## src/rtl/cga_idbctl_pkg.sv

```systemverilog
// Shared types and constants for the IDB source arbiter.
// Optional round-robin arbitration is enabled with CGA_IDBCTL_RR_EN.
package cga_idbctl_pkg;

    typedef enum logic [1:0] {
        StIdle,
        StGrant,
        StTurn
    } idb_state_e;

    localparam int unsigned NUM_SRC = 6;

    localparam logic [2:0] SRC_D   = 3'd5;
    localparam logic [2:0] SRC_M   = 3'd4;
    localparam logic [2:0] SRC_V   = 3'd3;
    localparam logic [2:0] SRC_S   = 3'd2;
    localparam logic [2:0] SRC_PCR = 3'd1;
    localparam logic [2:0] SRC_PGS = 3'd0;

    // Round-robin search begins one below the last owner, wrapping 0 -> 5.
    function automatic logic [2:0] rr_start(input logic [2:0] last);
        return (last == SRC_PGS) ? SRC_D : (last - 3'd1);
    endfunction

endpackage

```

## src/rtl/cga_idbctl_pick6.sv

```systemverilog
// Combinational 6-way picker: descending search from start_i with wraparound.
module cga_idbctl_pick6
    import cga_idbctl_pkg::*;
(
    input  logic [5:0] req_i,
    input  logic [2:0] start_i,
    output logic [5:0] grant_o,
    output logic [2:0] idx_o
);

    logic        found;
    int unsigned pos;
    logic [2:0]  cand;

    always_comb begin
        grant_o = '0;
        idx_o   = '0;
        found   = 1'b0;
        pos     = 0;
        cand    = '0;
        for (int unsigned i = 0; i < NUM_SRC; i++) begin
            pos  = (32'(start_i) + NUM_SRC - i) % NUM_SRC;
            cand = pos[2:0];
            if (!found && req_i[cand]) begin
                found         = 1'b1;
                grant_o[cand] = 1'b1;
                idx_o         = cand;
            end
        end
    end

endmodule

```

## src/rtl/cga_idbctl_src_arb.sv

```systemverilog
// IDB source arbiter/sequencer: one-hot registered enables, turnaround gap, bounded tenure.
// Define CGA_IDBCTL_RR_EN for round-robin; otherwise fixed priority (D highest).
module cga_idbctl_src_arb
    import cga_idbctl_pkg::*;
#(
    parameter int unsigned MAX_HOLD = 8,
    parameter int unsigned TURN_CYC = 1
) (
    input  logic       sysclk,
    input  logic       sys_rst,
    input  logic [5:0] req,
    output logic [5:0] e_pins,
    output logic [2:0] owner,
    output logic       busy,
    output logic       preempt
);

    localparam logic [7:0] HoldLast = 8'(MAX_HOLD - 1);
    localparam logic [1:0] TurnLast = 2'(TURN_CYC - 1);

    idb_state_e state_q, state_d;
    logic [5:0] e_pins_q, e_pins_d;
    logic [2:0] owner_q, owner_d;
    logic [7:0] hold_q, hold_d;
    logic [1:0] turn_q, turn_d;
    logic [5:0] excl_q, excl_d;
    logic       preempt_q, preempt_d;

    logic [5:0] masked_req;
    logic [5:0] pick_req;
    logic [2:0] start_idx;
    logic [5:0] win_onehot;
    logic [2:0] win_idx;

    assign masked_req = req & ~excl_q;
    // An excluded requester still wins when nobody else is asking.
    assign pick_req   = (masked_req != 6'd0) ? masked_req : req;

`ifdef CGA_IDBCTL_RR_EN
    logic [2:0] last_q, last_d;
    assign start_idx = rr_start(last_q);
`else
    assign start_idx = SRC_D;
`endif

    cga_idbctl_pick6 u_pick (
        .req_i   (pick_req),
        .start_i (start_idx),
        .grant_o (win_onehot),
        .idx_o   (win_idx)
    );

    always_comb begin
        state_d   = state_q;
        e_pins_d  = e_pins_q;
        owner_d   = owner_q;
        hold_d    = hold_q;
        turn_d    = turn_q;
        excl_d    = excl_q;
        preempt_d = 1'b0;
`ifdef CGA_IDBCTL_RR_EN
        last_d    = last_q;
`endif
        case (state_q)
            StIdle: begin
                if (req != 6'd0) begin
                    state_d  = StGrant;
                    e_pins_d = win_onehot;
                    owner_d  = win_idx;
                    hold_d   = 8'd0;
                    excl_d   = 6'd0;
`ifdef CGA_IDBCTL_RR_EN
                    last_d   = win_idx;
`endif
                end
            end
            StGrant: begin
                if ((req & e_pins_q) == 6'd0) begin
                    state_d  = StTurn;
                    e_pins_d = 6'd0;
                    turn_d   = 2'd0;
                end else if (hold_q == HoldLast && (req & ~e_pins_q) != 6'd0) begin
                    state_d   = StTurn;
                    e_pins_d  = 6'd0;
                    turn_d    = 2'd0;
                    preempt_d = 1'b1;
                    excl_d    = e_pins_q;
                end else if (hold_q != HoldLast) begin
                    hold_d = hold_q + 8'd1;
                end
            end
            StTurn: begin
                if (turn_q == TurnLast) begin
                    state_d = StIdle;
                end else begin
                    turn_d = turn_q + 2'd1;
                end
            end
            default: state_d = StIdle;
        endcase
    end

    always_ff @(posedge sysclk) begin
        if (sys_rst) begin
            state_q   <= StIdle;
            e_pins_q  <= 6'd0;
            owner_q   <= 3'd0;
            hold_q    <= 8'd0;
            turn_q    <= 2'd0;
            excl_q    <= 6'd0;
            preempt_q <= 1'b0;
`ifdef CGA_IDBCTL_RR_EN
            last_q    <= SRC_PGS;
`endif
        end else begin
            state_q   <= state_d;
            e_pins_q  <= e_pins_d;
            owner_q   <= owner_d;
            hold_q    <= hold_d;
            turn_q    <= turn_d;
            excl_q    <= excl_d;
            preempt_q <= preempt_d;
`ifdef CGA_IDBCTL_RR_EN
            last_q    <= last_d;
`endif
        end
    end

    assign e_pins  = e_pins_q;
    assign owner   = owner_q;
    assign busy    = (e_pins_q != 6'd0);
    assign preempt = preempt_q;

endmodule

```

## config.mk

```make
export PLATFORM = sky130hd
export DESIGN_NAME = cga_idbctl_src_arb
export DESIGN_NICKNAME = d
export VERILOG_FILES = /design/src/rtl/cga_idbctl_pkg.sv /design/src/rtl/cga_idbctl_pick6.sv /design/src/rtl/cga_idbctl_src_arb.sv
export SDC_FILE = /design/constraint.sdc
export NUM_CORES = 1
export LEC_CHECK = 0
export CORE_UTILIZATION = 50
export CTS_BUF_LIST = sky130_fd_sc_hd__clkbuf_4 sky130_fd_sc_hd__clkbuf_8
export CTS_CLUSTER_SIZE = 20
export DETAILED_ROUTE_END_ITERATION = 8
export PLACE_DENSITY = 0.85
export SYNTH_ARGS = -nofsm -noshare
export SYNTH_HDL_FRONTEND = slang
export SYNTH_SLANG_ARGS = --single-unit
```

## constraint.sdc

```tcl
create_clock -name sysclk -period 2.7 [get_ports sysclk]
set_input_delay 0.27 -clock sysclk [delete_from_list [all_inputs] [get_ports sysclk]]
set_output_delay 0.27 -clock sysclk [all_outputs]
set_load 0.02 [all_outputs]
```

==> results of run 1 <==
==> state kept, by name, summed over array words and instances, names as in the netlist <==
name,flops
turn_q,2
hold_q,8
preempt,1
owner,3
state_q,2
e_pins,6
excl_q,6
==> critical path: cells and delay by family (launching register included) <==
| family | cells | cell delay [ns] |
|---|---|---|
| DFF | 1 | 0.36 |
| and+or+nand+nor | 2 | 0.87 |
| AOI/OAI and AO/OA | 4 | 0.81 |
==> path summary, 6_finish.rpt <==
| path | from | endpoint | slack (ns) |
|---|---|---|---|
| setup / recovery | hold_q[6] | excl_q[0] | 0.57 |
| hold / removal | turn_q[1] | turn_q[1] | 0.48 |
| setup reg to reg | hold_q[6] | excl_q[0] | 0.57 |
| hold reg to reg | turn_q[1] | turn_q[1] | 0.48 |
==> through the flow <==
step                hold slack [ns]  util (%)
finish                        0.482      64.8
global route                  0.508      64.8
CTS                           0.487      64.8
detailed placement            0.467      63.4
global placement              0.452      63.4
floorplan                     0.372         -
==> placed cells by master, fill, tap and decap left out, types with 2 or more instances in the layout <==
cell type,n
a211oi_1,2
a21oi_1,17
a22o_1,9
a22oi_1,3
a31oi_1,5
and3_1,2
buf_4,3
clkbuf_4,3
clkdlybuf4s50_1,18
dfxtp_1,28
ha_1,2
inv_1,7
nand2_1,7
nand2b_1,2
nand3_1,13
nand4_1,2
nor2_1,13
nor2b_1,5
nor3_1,2
nor4_1,3
o21ai_0,3
o21ba_4,2
o22ai_1,2
or2b_1,3
or3_1,3
xor2_1,3
==> power breakdown <==
| part | internal, mW | leakage [nW] | switching [mW] | total, mW |
|---|---|---|---|---|
| clock network | 0.0827 | 0.0210 | 0.120 | 0.203 |
| logic | 0.0709 | 0.357 | 0.0910 | 0.162 |
| registers | 0.427 | 0.227 | 0.0159 | 0.443 |
==> kinds of logic after synthesis <==
logic type	count (synthesis)	share of synthesized area, %
buffers and inverters	9	2.45
xor gates and xnor gates	3	1.90
DFF	28	40.6
and+or+nand+nor	62	25.0
adders and majority gates	2	1.81
AOI/OAI and AO/OA	54	28.3
==> per-layer routing <==
layer | wire, um | global-route usage [%] | up-vias
met5 | 0 | 0 | -
met4 | 70 | 12.0 | 0
met3 | 212 | 3.06 | 9
met2 | 1670 | 41.9 | 53
met1 | 1390 | 27.0 | 639
li1 | - | - | 641
==> area by class of cell <==
class                   count  area, um^2
repair buffers             21         203
multi-input cells         121         787
well taps                  30        37.5
clock buffers               4        36.3
fillers                   204         895
inverters                   7        26.3
flip-flops and latches     28         561
==> flow_summary.yaml, run 1 <==
floorplan:
  die_height_um: 54.6
  start_util_pct: 54.3
  io_pins: 19
  dieArea_um2: 2980
  fp-row-count: 18
  dieWidth_um: 54.6
  core-area_um2: 2540
timing:
  maxSlewHeadroom_pct: 65.6
  period_minus_slack_ns: 2.13
  worst_pin_slew_ns: 0.511
  final_max_slew_viol_count: 0
  fin_skew_ns: 0.00272
  setup_violations: 0
  finalHoldViolCount: 0
  fin_ws_ns: 0.574
  fmax_mhz: 470
  tns_ns: 0
  rsz0062_at_grt: "false"
  fin_crit_sh_pct: 78.8
layout:
  nNetsFinal: 192
  area_growth_syn_to_layout_pct: 19.5
  drive_above_1_share_pct: 9.39
  stdcell_area_um2: 1650
  fin_cells: 211
  insertedDiodeCount: 0
synthesis:
  ys_ff_latch: 28
  syn_avg_cell_area_um2: 8.74
  synth-main-ff-cell: "dfxtp_1"
  yosys.cell_count.top_type: "dfxtp_1"
  yosys-top-cells-area: "dfxtp_1, a21oi_1, a22o_1"
  synth.distinct_cells: 42
  netlist_instances: 158
  synth_warnings: 0
  yosysTopAreaCellShare_pct: 40.6
  synth_edf_count: 0
  async_reset_ff_share_pct: 0
  synth_commonest_cells: "dfxtp_1, a21oi_1, nand3_1, nor2_1, a22o_1"
  yosysTopAreaCell: "dfxtp_1"
  seq_area_frac_synth_pct: 40.6
  syn_nets: 168
  synth_area_um2: 1380
worst_setup_path:
  worstRegToRegCells: 6
  cpMostUsedCell: "o21ba_4"
  end_kind: "flip-flop"
  cp-start-kind: "flip-flop"
  path_cells: "or4_1 -> or3_4 -> o21ba_4 -> a31oi_1 -> o21ba_4 -> a22o_1"
  crit_path_top_delay_cell: "or4_1"
  required_ns: 2.94
  critPathMaxStageDelay_ns: 0.51
  arrival_ns: 2.37
  cp_max_fo: 6
  critPathKind: "flip-flop to flip-flop"
cts:
  cts_resized: 0
  clk_pin_slew_worst_paths_ns: 0.14
  cts_tree: "built"
  clk_latency_ns: 0.33
  clockBufferDepth: 2
  cts_setup_buffers: 0
  cts_made_buffers: 3
  cts-htree-levels: 1
  root_buffer: "clkbuf_4"
  holdBufCountCts: 0
  clock_sinks: 28
grt:
  antenna_found_initial: 0
  grt_pass1_wl_um: 4970
  track_usage_pct: 23.5
  grt-ovfl-total: 0
  grt_max_degree: 16
  grt_pass1_vias: 1149
route:
  drtAntennaViolNets: 0
  routedWlPerCell_um: 15.8
  route.detailed.drc: 0
  vias_per_cell: 6.36
  routed_wl_um: 3340
  dr.pass1.iters: 4
  via_count: 1342
  drt_iter0_markers: 39
power_and_ir_drop:
  power.total_uw: 808
  p_leak_nw: 0.605
  ir_drop_mv: 0.352
  power_density_nw_per_um2: 489
placement:
  gp_congestion: 0.938
  dp.cells: 207
  hpwl_um: 2520
  dpl_worst_slack_ns: 0.331
  io_buffers: 18
  dpl_cell_area_um2: 1610
status:
  status: "completed"
min_path:
  worstHoldPathCells: 2
  hp-class: "flip-flop to flip-flop"
job:
  maxCapViolCount: 0
Power figures use the tool's default switching activity.
==> inputs of run 2 (changes only) <==
Clock period 2.7 ns to 2.2 ns, I/O delays scaled along.
==> run 2 against run 1 <==
Compared with the run above: power grew 38%; first-iteration DRC count grew 51%; sequential share of layout area shrank 3.1 points; utilization grew 6.8 points; non-clock buffer count grew 20; cell area grew 10%; largest power group unchanged; sequential cell count is the same; register-to-register slack lost 0.49 ns.
==> flow_summary.yaml, run 2 (synthesis results as in run 1) <==
cts:
  cts_made_buffers: 3
  clockBufferDepth: 2
  clk_pin_slew_worst_paths_ns: 0.15
  root_buffer: "clkbuf_4"
  cts_tree: "built"
  clk_latency_ns: 0.32
  clock_sinks: 28
  cts-htree-levels: 1
power_and_ir_drop:
  switching_share_pct: 25.9
  p_comb_share_pct: 21.2
  pwr-share-clk_pct: 29.9
  p_leak_nw: 0.709
  p_int_uw: 824
  ir_drop_mv: 0.476
  p_sw_uw: 288
  p_seq_share_pct: 49.0
  power_density_nw_per_um2: 610
  power.total_mw: 1.11
timing:
  fin_crit_sh_pct: 96.2
  maxSlewHeadroom_pct: 72.4
  setup_violations: 0
  tns_ns: 0
  period_minus_slack_ns: 2.12
  fmax_mhz: 472
  fin_skew_ns: 0.00609
  rsz0062_at_grt: "false"
  worst_pin_slew_ns: 0.411
  finalHoldViolCount: 0
  final_max_slew_viol_count: 0
grt:
  grt-ovfl-total: 0
  grt_pass1_vias: 1242
  grt_max_degree: 17
  track_usage_pct: 25.1
  grt_pass1_wl_um: 5380
  antenna_found_initial: 0
layout:
  largest_reg_flops: 8
  area_growth_syn_to_layout_pct: 32.0
  final_cell_mix: "dfxtp_1, buf_4, clkdlybuf4s50_1, a21oi_1"
  nNetsFinal: 212
  stdcell_area_um2: 1820
  largest-register: "hold_q"
  final_common_cell: "dfxtp_1"
  fin_cells: 231
  insertedDiodeCount: 0
  fin_util_pct: 71.6
  drive_above_1_share_pct: 19.9
  nFillCells: 204
floorplan:
  die_height_um: 54.6
  dieArea_um2: 2980
  start_util_pct: 54.3
  fp-row-count: 18
  core-area_um2: 2540
  dieWidth_um: 54.6
  io_pins: 19
worst_setup_path:
  arrival_ns: 2.35
  cp_max_fo: 6
  cpMostUsedCell: "o21ba_4"
  cp-start-kind: "flip-flop"
  end_kind: "flip-flop"
  crit_path_top_delay_cell: "or4_4"
  critPathKind: "flip-flop to flip-flop"
  worstRegToRegCells: 6
  required_ns: 2.43
  critPathMaxStageDelay_ns: 0.51
  path_cells: "or4_4 -> or3_4 -> o21ba_4 -> a31oi_1 -> o21ba_4 -> a22o_1"
route:
  drt_iter0_markers: 59
  via_count: 1392
  dr.pass1.iters: 4
  routedWlPerCell_um: 15.4
  routed_wl_um: 3550
  drtAntennaViolNets: 0
  vias_per_cell: 6.03
  route.detailed.drc: 0
placement:
  gp_congestion: 0.901
  dp.cells: 226
  io_buffers: 18
  dpl_cell_area_um2: 1760
  hpwl_um: 2700
min_path:
  hp-class: "flip-flop to flip-flop"
  worstHoldPathCells: 2
job:
  maxCapViolCount: 0
status:
  status: "completed"
-- run 2: power by group through the flow --
stage               sequential, mW  clock, mW  combinational (mW)
floorplan                    0.562          0               0.110
global placement             0.553          0               0.228
detailed placement           0.555          0               0.233
CTS                          0.544      0.339               0.234
global route                 0.547      0.354               0.255
finish                       0.544      0.332               0.236
-- run 2: area by class of cell --
| type | count | area (um^2) | share of cell area, % |
|---|---|---|---|
| inverters | 7 | 26.3 | 1.44 |
| well taps | 30 | 37.5 | 2.06 |
| multi-input cells | 121 | 791 | 43.4 |
| repair buffers | 41 | 353 | 19.4 |
| clock inverters | 1 | 30.0 | 1.65 |
| clock buffers | 3 | 22.5 | 1.24 |
| flip-flops and latches | 28 | 563 | 30.9 |
-- run 2: metrics by stage --
stage	setup WS, ns	hold slack [ns]
after floorplan	0.188	0.322
after global placement	0.0562	0.449
after detailed placement	0.0438	0.459
after CTS	0.0706	0.479
after global routing	0.0128	0.520
final	0.0833	0.479
-- run 2: worst max-delay path: cells and delay by family (launching register included) --
kind	cells	cell delay, ns
AND/OR/NAND/NOR	2	0.87
AO/OA/AOI/OAI	4	0.81
flip-flops	1	0.35
-- run 2: final timing paths --
path | from | slack [ns] | endpoint
hold reg to reg | turn_q[0] | 0.48 | turn_q[0]
setup / recovery | hold_q[5] | 0.08 | excl_q[3]
setup reg to reg | hold_q[5] | 0.08 | excl_q[3]
hold / removal | turn_q[0] | 0.48 | turn_q[0]
-- run 2: routing by layer --
metal  vias to the layer above  track usage (%)  part of all wire, %
met5                         -                0                    0
met4                         0             9.40                  1.9
met2                        41             44.1                   50
met1                       652             30.3                   44
li1                        688                -                    -
met3                        11             4.17                  4.7
-- run 2: repair_timing --
| item | CTS | global route |
|---|---|---|
| gates resized for setup | 0 | 3 |
| hold buffers | 0 | 0 |
| endpoints found under the setup margin | 0 | 6 |
| setup buffers | 0 | 1 |
